===== config.mk =====
export PLATFORM = sky130hd
export DESIGN_NAME = ps2_pad_serializer
export DESIGN_NICKNAME = d
export VERILOG_FILES = /design/src/rtl/ps2_pad_serializer.sv
export SDC_FILE = /design/constraint.sdc
export NUM_CORES = 1
export LEC_CHECK = 0
export CAP_MARGIN = 20
export CORE_MARGIN = 5
export CORE_UTILIZATION = 58
export DETAILED_ROUTE_END_ITERATION = 7
export GPL_ROUTABILITY_DRIVEN = 1
export PLACE_DENSITY = 0.78
export SETUP_SLACK_MARGIN = 0.4
export SYNTH_ARGS = -nofsm -noshare
export SYNTH_HDL_FRONTEND = slang
export SYNTH_SLANG_ARGS = --single-unit

===== constraint.sdc =====
create_clock -name CLK -period 2.5 [get_ports CLK]
set_clock_uncertainty 0.15 [all_clocks]
set_input_delay 0.5 -clock CLK [delete_from_list [all_inputs] [get_ports CLK]]
set_output_delay 0.5 -clock CLK [all_outputs]
set_load 0.1 [all_outputs]

===== src/rtl/ps2_pad_serializer.sv =====
// ps2_pad_serializer: PS/2 keyboard to active-low 8-button image, replayed serially (load on VSYNC fall, shift on HSYNC rise)
//   CLK, RESET_N      : system clock, asynchronous active-low reset
//   KBCLK, KBDTA      : PS/2 clock and data (asynchronous)
//   HSYNC, VSYNC      : video syncs (asynchronous, VSYNC active low)
//   SER_DATA          : serial button bit, MSB first, 1-filled after 8 shifts
//   BUTTONS           : live image {B,A,Select,Start,Up,Down,Left,Right}, 0 = pressed
//   SCAN_CODE         : last good byte; BYTE_VALID pulses when it updates
//   FRAME_ERR         : pulse on parity, stop or timeout error
module ps2_pad_serializer #(
  parameter int SYNC_STAGES = 2,
  parameter int FILT_LEN = 4,
  parameter int TIMEOUT_CYC = 12500
) (
  input  logic       CLK,
  input  logic       RESET_N,
  input  logic       KBCLK,
  input  logic       KBDTA,
  input  logic       HSYNC,
  input  logic       VSYNC,
  output logic       SER_DATA,
  output logic [7:0] BUTTONS,
  output logic [7:0] SCAN_CODE,
  output logic       BYTE_VALID,
  output logic       FRAME_ERR
);
  localparam int TW = $clog2(TIMEOUT_CYC + 1);
  typedef enum logic [1:0] {IDLE, DATA, PARITY, STOP} state_t;
  state_t state;
  logic [SYNC_STAGES-1:0] kc_s, kd_s, hs_s, vs_s;
  logic [FILT_LEN-1:0] kc_hist;
  logic kc_filt, kc_filt_q, hs_q, vs_q;
  logic [2:0] bit_cnt;
  logic [7:0] rx_sr, shreg;
  logic par_err, e0_seen, f0_seen;
  logic [TW-1:0] tmo;
  logic kd, ps2_fall, hs_rise, vs_fall;
  logic [3:0] key;
  // {valid, bit index} for a completed scan code
  function automatic logic [3:0] key_map(input logic e0, input logic [7:0] code);
    case ({e0, code})
      {1'b1, 8'h74}: return 4'b1000;
      {1'b1, 8'h6B}: return 4'b1001;
      {1'b1, 8'h72}: return 4'b1010;
      {1'b1, 8'h75}: return 4'b1011;
      {1'b0, 8'h0C}: return 4'b1100;
      {1'b0, 8'h04}: return 4'b1101;
      {1'b0, 8'h06}: return 4'b1110;
      {1'b0, 8'h05}: return 4'b1111;
      default:       return 4'b0000;
    endcase
  endfunction
  assign kd = kd_s[SYNC_STAGES-1];
  assign ps2_fall = kc_filt_q & ~kc_filt;
  assign hs_rise = hs_s[SYNC_STAGES-1] & ~hs_q;
  assign vs_fall = ~vs_s[SYNC_STAGES-1] & vs_q;
  assign SER_DATA = shreg[7];
  assign key = key_map(e0_seen, SCAN_CODE);
  always_ff @(posedge CLK or negedge RESET_N) begin
    if (!RESET_N) begin
      kc_s <= '1;
      kd_s <= '1;
      hs_s <= '1;
      vs_s <= '1;
      kc_hist <= '1;
      kc_filt <= 1'b1;
      kc_filt_q <= 1'b1;
      hs_q <= 1'b1;
      vs_q <= 1'b1;
      state <= IDLE;
      bit_cnt <= '0;
      rx_sr <= '0;
      par_err <= 1'b0;
      tmo <= '0;
      e0_seen <= 1'b0;
      f0_seen <= 1'b0;
      BUTTONS <= 8'hFF;
      SCAN_CODE <= 8'h00;
      BYTE_VALID <= 1'b0;
      FRAME_ERR <= 1'b0;
      shreg <= 8'hFF;
    end else begin
      kc_s <= {kc_s[SYNC_STAGES-2:0], KBCLK};
      kd_s <= {kd_s[SYNC_STAGES-2:0], KBDTA};
      hs_s <= {hs_s[SYNC_STAGES-2:0], HSYNC};
      vs_s <= {vs_s[SYNC_STAGES-2:0], VSYNC};
      kc_hist <= {kc_hist[FILT_LEN-2:0], kc_s[SYNC_STAGES-1]};
      // filtered level only moves once the whole window agrees
      kc_filt <= (&kc_hist) ? 1'b1 : (~|kc_hist) ? 1'b0 : kc_filt;
      kc_filt_q <= kc_filt;
      hs_q <= hs_s[SYNC_STAGES-1];
      vs_q <= vs_s[SYNC_STAGES-1];
      BYTE_VALID <= 1'b0;
      FRAME_ERR <= 1'b0;
      if (ps2_fall) begin
        tmo <= '0;
        case (state)
          IDLE: if (!kd) begin
            state <= DATA;
            bit_cnt <= '0;
          end
          DATA: begin
            rx_sr <= {kd, rx_sr[7:1]};
            bit_cnt <= bit_cnt + 3'd1;
            if (bit_cnt == 3'd7) state <= PARITY;
          end
          PARITY: begin
            par_err <= ~^{rx_sr, kd};
            state <= STOP;
          end
          STOP: begin
            state <= IDLE;
            if (kd && !par_err) begin
              SCAN_CODE <= rx_sr;
              BYTE_VALID <= 1'b1;
            end else FRAME_ERR <= 1'b1;
          end
        endcase
      end else if (state != IDLE) begin
        if (tmo == TW'(TIMEOUT_CYC - 1)) begin
          FRAME_ERR <= 1'b1;
          state <= IDLE;
          tmo <= '0;
        end else tmo <= tmo + 1'b1;
      end
      if (FRAME_ERR) begin
        e0_seen <= 1'b0;
        f0_seen <= 1'b0;
      end else if (BYTE_VALID) begin
        if (SCAN_CODE == 8'hE0) e0_seen <= 1'b1;
        else if (SCAN_CODE == 8'hF0) f0_seen <= 1'b1;
        else begin
          if (key[3]) BUTTONS[key[2:0]] <= f0_seen;
          e0_seen <= 1'b0;
          f0_seen <= 1'b0;
        end
      end
      // load has priority so a coincident HSYNC never shifts the fresh snapshot
      if (vs_fall) shreg <= BUTTONS;
      else if (hs_rise) shreg <= {shreg[6:0], 1'b1};
    end
  end
endmodule


; After elaboration in Yosys (flattened, before gate mapping)
; Cells that the tools add are included.
[word_totals]
register_bits = 72
input_bits = 6
out_inout_bits = 19
word_cells = 111
[classes]
n_addsub = 2
magnitude_cmp = 2
eq_ne = 21
muxes = 35
bitwise = 9
n_reduce_logical = 21
[op_table]
columns = op, count
row1 = $mux 14, 3
row2 = $eq 9x9->1 const B, 4
row3 = $pmux 4 s8, 1
row4 = $eq 9x3->1 const B, 3
row5 = $mux 1, 19
row6 = $eq 8x8->1 const B, 2
row7 = $mux 8, 2
row8 = $add 14x1->14 const B, 1
row9 = $eq 14x14->1 const B, 1
row10 = $reduce_bool 2->1, 6
row11 = $mux 2, 5
row12 = $eq 9x4->1 const B, 1
row13 = $ne 3x3->1 const B, 3
row14 = $reduce_xnor 9->1, 1
row15 = $bwmux 8, 1
row16 = $pmux 2 s4, 1
row17 = $reduce_and 2->1, 4
row18 = $reduce_and 4->1, 2
row19 = $ne 2x2->1 const B, 3
row20 = $not 1->1, 6
row21 = $pmux 3 s2, 1
row22 = $reduce_and 3->1, 2
row23 = $reduce_and 5->1, 1
row24 = $eq 2x2->1 const B, 2
row25 = other kinds (12), 15

; Logic depth before layout (Yosys ltp)
; Gate-level depths: netlist (run 1).
[logic_depth]
ltp_word = 7
mapped_depth = 7
ltp_nobuf = 6

; Least setup slack after synthesis (run 1)
; No wires, ideal clock.
[synth_path]
path_kind = register to register
start = reg SCAN_CODE[4]
end = reg BUTTONS[6]
setup_time_ps = 85
t_arrival_ps = 2556
required_ps = 2265
setup_slack_ps = -291
stages_incl_launch_ff = 6
path_buffers = 1
period_less_slack_ps = 2791
cell_sequence = dfrtp_1 -> buf_6 -> or4_4 -> or4_4 -> nor4b_2 -> mux2_1
[synth_via]
elab_chain_len = 7
elab_cells_between_ends = 20
classes_between = order compare (2) / eq/ne (10) / mux (4) / bitwise (2) / reduce/logical (2)
[synth_lines]
columns = item, line_no
row1 = from (decl), 22  ; output logic [7:0] SCAN_CODE,
row2 = from (signal assigned), 113  ; SCAN_CODE <= rx_sr;
row3 = $eq 9x3->1 (tied with other cells), 40  ; case ({e0, code})
row4 = $pmux 4 s8, 40
row5 = $lt 3x4->1 (implied by the code) or $ge 3x1->1 (tied branches), 132  ; if (key[3]) BUTTONS[key[2:0]] <= f0_seen;
row6 = $logic_and 1x1->1 (implied by the code), 132
row7 = $mux 1 (implied by the code), 132
row8 = $demux 1 s3, 132
row9 = $bwmux 8, 132
row10 = "to (signal, indexed assignment)", 132
row11 = to (decl), 21  ; output logic [7:0] BUTTONS,
; Parallel ways exist; a longest one is shown, timed or not.
; A chain may end at the register's enable or synchronous reset.

; Worst setup path in the final report (run 1)
; Ends and elaborated chain as after synthesis.

==> results of run 1 <==
## Yosys cell counts (2+ instances only)
master	count	share of area (%)
o21ai_0	16	2.4
or3_1	6	1.1
mux2_2	14	4.6
nor2b_1	4	0.74
a21oi_1	12	1.8
and2_1	3	0.55
nand4_1	10	1.8
ha_1	7	2.6
nor4_1	2	0.37
buf_6	2	0.66
or4_4	2	0.66
nor2_1	21	2.3
mux2_1	2	0.66
dfrtp_1	40	29
clkbuf_1	6	0.66
and3_1	2	0.37
xnor2_1	8	2.1
nor3_1	3	0.44
mux2i_1	8	2.4
nand2_1	38	4.2
or4b_2	2	0.59
nand3_1	11	1.6
o211ai_1	2	0.44
clkbuf_8	2	0.81
nand2b_1	7	1.3
a2111oi_0	2	0.52
a31oi_1	2	0.37
inv_1	8	0.88
dfstp_2	32	25
nor4_2	2	0.74
a22o_1	3	0.77
xor2_1	9	2.3
a211oi_1	3	0.66
## cells by family after synthesis
family	Yosys count	synth area share (%)
adders and majority gates	7	2.580
AOI/OAI and AO/OA	45	8.294
xor gates and xnor gates	17	4.387
DFF	72	54.26
buffers and inverters	18	3.023
muxes	25	8.109
and+or+nand+nor	123	19.35
## cells in the final DEF, fill, tap and decap left out, drive strengths merged, types with 2 or more instances in the layout
| master | instances |
|---|---|
| clkbuf | 12 |
| xor2 | 9 |
| clkdlybuf4s50 | 4 |
| nand2b | 7 |
| or4 | 3 |
| nand3 | 11 |
| a21oi | 12 |
| dfstp | 32 |
| xnor2 | 8 |
| nand4 | 10 |
| a22o | 3 |
| nor4 | 4 |
| nor2 | 21 |
| mux2 | 17 |
| a211oi | 3 |
| and3 | 3 |
| mux2i | 8 |
| ha | 7 |
| o211ai | 2 |
| a2111oi | 2 |
| nor3 | 3 |
| buf | 38 |
| dfrtp | 40 |
| or3 | 7 |
| or4b | 2 |
| and2 | 3 |
| a31oi | 2 |
| nor2b | 4 |
| nand2 | 38 |
| inv | 10 |
| o21ai | 16 |
## through the flow
step           total power, mW  setup TNS (ns)  instances
2_1_floorplan            1.936         -0.1153        307
3_3_place_gp             2.075               0        402
3_5_place_dp             2.101               0        402
4_1_cts                  3.075               0        425
5_1_grt                  3.299               0        427
6_report                 3.118               0        427
## power by group through the flow
stage                     clock network (mW)  registers (mW)  logic [mW]
after floorplan                            0            1.46       0.473
after global placement                     0            1.46       0.612
after detailed placement                   0            1.47       0.629
after CTS                              0.929            1.44       0.707
after global routing                   0.987            1.46       0.849
final                                  0.906            1.44       0.771
## area by class of cell
cell class	count	share of cell area [%]
inverter	8	0.7301
sequential	72	45.24
timing repair buffer	42	7.940
clock buffer	12	4.046
multi-input combinational	217	39.03
tap	72	2.190
clock inverter	4	0.8214
## sequential cells by signal, summed over array words and instances (netlist names), 3 cells and up
name,count
bit_cnt,3
SCAN_CODE,8
kc_hist,4
BUTTONS,8
shreg,8
tmo,14
rx_sr,8
## critical path, delay by kind of cell (launching register included)
family	cells	cell delay, ns
simple gates	3	1.30
flops	1	0.47
mux	1	0.32
## worst paths after layout
check	slack, ns	start	cells past startpoint	endpoint
hold / removal	0.21	RESET_N	1	hs_s[0]
setup reg to reg	0.21	SCAN_CODE[4]	4	BUTTONS[6]
min in group CLK	0.21	hs_s[0]	0	hs_s[1]
setup / recovery	0.21	SCAN_CODE[4]	4	BUTTONS[6]
max in group asynchronous	1.43	RESET_N	2	FRAME_ERR
hold reg to reg	0.21	hs_s[0]	0	hs_s[1]
## per-layer routing
layer | wire length [microns] | GRT usage [%] | part of all wire [%] | vias to the layer above
met3 | 354 | 4.087 | 5.2 | 17
met1 | 2957 | 25.53 | 43 | 1220
met5 | 0 | 0 | 0 | -
met2 | 3382 | 32.82 | 49 | 63
li1 | - | - | - | 1175
met4 | 138 | 8.215 | 2.0 | 0
## repair_timing
| action | in CTS | in global routing |
|---|---|---|
| cloned | 0 | 0 |
| pin swaps | 1 | 17 |
| hold endpoints to repair | 0 | 0 |
| buffers inserted | 7 | 2 |
| endpoints found under the setup margin | 18 | 20 |
| resized for setup | 5 | 30 |
==> impl_metrics.json, run 1 <==
{
  "status": "finished, final reports clean",
  "critPathKind": "reg -> reg",
  "relSlewSlack_pct": 63.74,
  "p_leak_nw": 1.731,
  "required_ns": 2.63,
  "vias": 2475,
  "ys_async_sr_fraction_pct": 100.0,
  "n_antenna_cell": 0,
  "path_clk_slew_ns": 0.08,
  "synthCells": 307,
  "period_needed_ns": 2.294,
  "place.gp.congestion": 0.8470,
  "cts_max_path_buffers": 2,
  "coreArea_sq_um": 5608,
  "ctsHtreeMaxLevel": 3,
  "dr.pass1.iters": 4,
  "grt_start_max_net_pins": 40,
  "multiInputGateArea_sq_um": 1605,
  "worstPathCellList": "or4_4 -> or4_4 -> nor4b_4 -> mux2_4",
  "syn-num-nets": 320,
  "avgSynthCellArea_sq_um": 11.06,
  "final_util_pct": 73.34,
  "synth_flop_cell": "dfrtp_1",
  "dpl.hpwl_microns": 4627,
  "power_frac_seq_pct": 46.2,
  "cp-end-kind": "register",
  "ys_ff_latch": 72,
  "hold_violations": 0,
  "clkPwrFrac_pct": 29.1,
  "power.internal_mw": 2.140,
  "ioPinCount": 25,
  "pre_cts_slack_ns": 0.2094,
  "ys_types": 49,
  "setup_violations": 0,
  "cts.sinks": 72,
  "maxCapViolCount": 0,
  "maxSlewViolCount": 0,
  "antenna_found_initial": 0,
  "comb_power_share_pct": 24.7,
  "via_per_inst": 5.796,
  "startpoint_type": "register",
  "power_switching_mw": 0.9780,
  "clk_latency_ns": 0.35,
  "area_growth_pct": 21.16,
  "grt_pass1_wl_microns": 11750,
  "dpl_cell_area_sq_um": 3709,
  "hp-class": "in -> async",
  "regArea_sq_um": 1861,
  "finalNetCount": 363,
  "cts_hold_buf": 0,
  "drive_above_1_share_pct": 40.56,
  "die_x_microns": 86.50,
  "grt_overflow": 0,
  "root_buffer": "clkbuf_8",
  "critPathMaxFanout": 4,
  "swShare_pct": 31.36,
  "ant_nets": 0,
  "cp_common_cell": "or4_4",
  "ys_seq_area_share_pct": 54.26,
  "finalWirelength_microns": 6833,
  "power_density_nw_per_um2": 758.2,
  "setup_ws_ns": 0.2057,
  "worst_pin_slew_ns": 0.5440,
  "detail_route.drc_violations": 0,
  "yosys_warnings": 0,
  "max_stage_delay_ns": 0.57,
  "fin_crit_sh_pct": 91.77,
  "die_area_sq_um": 7482,
  "ir_drop_v": 0.0005486,
  "whs_ns": 0.2084,
  "fmax_ghz": 0.4359,
  "tritoncts": "done",
  "die_h_microns": 86.50,
  "synth_edf_count": 0,
  "synth_area_sq_um": 3395,
  "fillers": 406,
  "initial_utilization_pct": 60.53,
  "port_buffers": 24,
  "slowest_stage": "or4_4",
  "grt.total_usage_pct": 19.88,
  "final_area_sq_um": 4113,
  "cts_buffers": 9,
  "routedWlPerCell_microns": 16.00,
  "rows": 27,
  "drtIter0Drc": 129,
  "cp_data_arrival_time_ns": 2.43,
  "rsz0062_at_grt": "yes",
  "first_global_vias": 2566
}
Note: power is estimated with default switching activity, not from simulation.
==> inputs of run 2 (changes only) <==
Settings changed: CORE_UTILIZATION 58 to 63, DONT_BUFFER_PORTS from default to 1.
==> impl_metrics.json, run 2 (synthesis results as in run 1) <==
{
  "crit_path_start": "SCAN_CODE[4]",
  "mostFrequentLayoutCell": "nand2_1",
  "detail_route.drc_violations": 0,
  "cp-end-kind": "register",
  "die_h_microns": 83.41,
  "period_needed_ns": 2.301,
  "required_ns": 2.63,
  "largest_register_ffs": 14,
  "rr_worst_depth": 4,
  "hold_violations": 72,
  "critPathMaxFanout": 4,
  "setup_violations": 0,
  "vias": 2398,
  "r2r_setup_slack_ns": 0.20,
  "finalWirelength_microns": 6865,
  "power_density_nw_per_um2": 779.6,
  "regArea_sq_um": 1861,
  "dr.pass1.iters": 4,
  "die_x_microns": 83.41,
  "place.gp.congestion": 0.9148,
  "cts.sinks": 72,
  "path_clk_slew_ns": 0.09,
  "grt_overflow": 0,
  "via_per_inst": 5.849,
  "whs_ns": -0.3112,
  "tritoncts": "done",
  "fmax_ghz": 0.4345,
  "initial_utilization_pct": 65.63,
  "violations": "hold timing",
  "ir_drop_v": 0.0006153,
  "cts_buffers": 9,
  "area_growth_pct": 16.03,
  "status": "complete, but fails checks",
  "rsz0062_at_grt": "yes",
  "dp_cells": 383,
  "dpl.hpwl_microns": 4487,
  "finalNetCount": 348,
  "final_cells": 410,
  "rows": 26,
  "cts_hold_buf": 4,
  "first_global_vias": 2384,
  "rr_startpoint": "SCAN_CODE[4]",
  "critPathKind": "reg -> reg",
  "crit_end": "BUTTONS[6]",
  "final_area_sq_um": 3939,
  "hp-class": "in -> async",
  "ant_nets": 0,
  "relSlewSlack_pct": 62.29,
  "cts_max_path_buffers": 2,
  "multiInputGateArea_sq_um": 1549,
  "port_buffers": 0,
  "drive_above_1_share_pct": 35.59,
  "maxSlewViolCount": 0,
  "fin_crit_sh_pct": 92.05,
  "antenna_found_initial": 0,
  "n_antenna_cell": 0,
  "rr_endpoint": "BUTTONS[6]",
  "dpl_cell_area_sq_um": 3571,
  "ioPinCount": 25,
  "maxCapViolCount": 0,
  "grt_pass1_wl_microns": 11470,
  "drtIter0Drc": 138,
  "routedWlPerCell_microns": 16.74,
  "final_cell_mix": "nand2_1, dfstp_2, dfrtp_1",
  "startpoint_type": "register",
  "clk_latency_ns": 0.35,
  "cp_data_arrival_time_ns": 2.43,
  "regMostFlops": "tmo",
  "coreArea_sq_um": 5172,
  "grt.total_usage_pct": 20.59,
  "worst_pin_slew_ns": 0.5657,
  "fillers": 321,
  "ctsHtreeMaxLevel": 3,
  "die_area_sq_um": 6956,
  "p_leak_nw": 1.668,
  "root_buffer": "clkbuf_8",
  "grt_start_max_net_pins": 73
}
-- run 2: changes by cell type in the layout (fill, tap and decap cells not counted), moves of 2 or more --
cell / delta
o21ai_0: +2
dlygate4sd3_1: +4
buf_4: -13
nor2_1: +8
clkdlybuf4s50_1: -4
nor2_2: -2
nor2_4: -6
-- run 2: worst min-delay path by stage --
stage / endpoint / slack [ns] / cells past startpoint
2_1_floorplan: BYTE_VALID / 0.05 / 0
3_3_place_gp: tmo[4] / 0.06 / 0
3_5_place_dp: tmo[2] / 0.06 / 0
4_1_cts: tmo[5] / -0.32 / 0
5_1_grt: tmo[5] / -0.34 / 0
6_report: tmo[5] / -0.31 / 0
-- run 2: area by class of cell --
class / instances / share of cell area (%)
Inverter: 8 / 0.7624
Timing Repair Buffer: 27 / 5.400
Clock inverter: 5 / 0.9212
Sequential cell: 72 / 47.24
Multi-Input combinational cell: 217 / 39.33
Clock buffer: 11 / 4.130
Tap cell: 70 / 2.224
-- run 2: power breakdown --
group | switching, mW | leakage, nW | internal (mW)
clock | 0.457 | 0.101 | 0.452
combinational | 0.366 | 0.710 | 0.351
sequential | 0.127 | 0.857 | 1.32
-- run 2: worst max-delay path, stage by stage (launching register included) --
cell and delay, ns:
dfrtp_4 0.48, or4_4 0.55, or4_4 0.48, nor4b_4 0.25, mux2_4 0.32
-- run 2: layer usage --
layer,track usage (%),wire [microns],vias to the layer above
li1,-,-,1141
met5,0,0,-
met2,31.85,3410,64
met3,5.545,375,9
met4,9.064,79,0
met1,27.23,3000,1184
-- run 2: timing repair --
action / CTS / global route
setup buffers: 5 / 2
hold endpoints to repair: 76 / 72
endpoints found under the setup margin: 19 / 19
gates resized for setup: 4 / 12
pin swaps: 3 / 2
-- run 2: per-stage QoR --
stage               total power [mW]  TNS [ns]  util [%]  worst slack [ns]  hold slack (ns)
floorplan                      1.936   -0.1153         -          -0.06023          0.05441
global placement               2.041         0     69.04            0.2223          0.05587
detailed placement             2.068         0     69.04            0.1915          0.05620
CTS                            3.026         0     74.70            0.1899          -0.3224
global route                   3.235         0     76.15            0.1552          -0.3387
finish                         3.071         0     76.15            0.1988          -0.3112
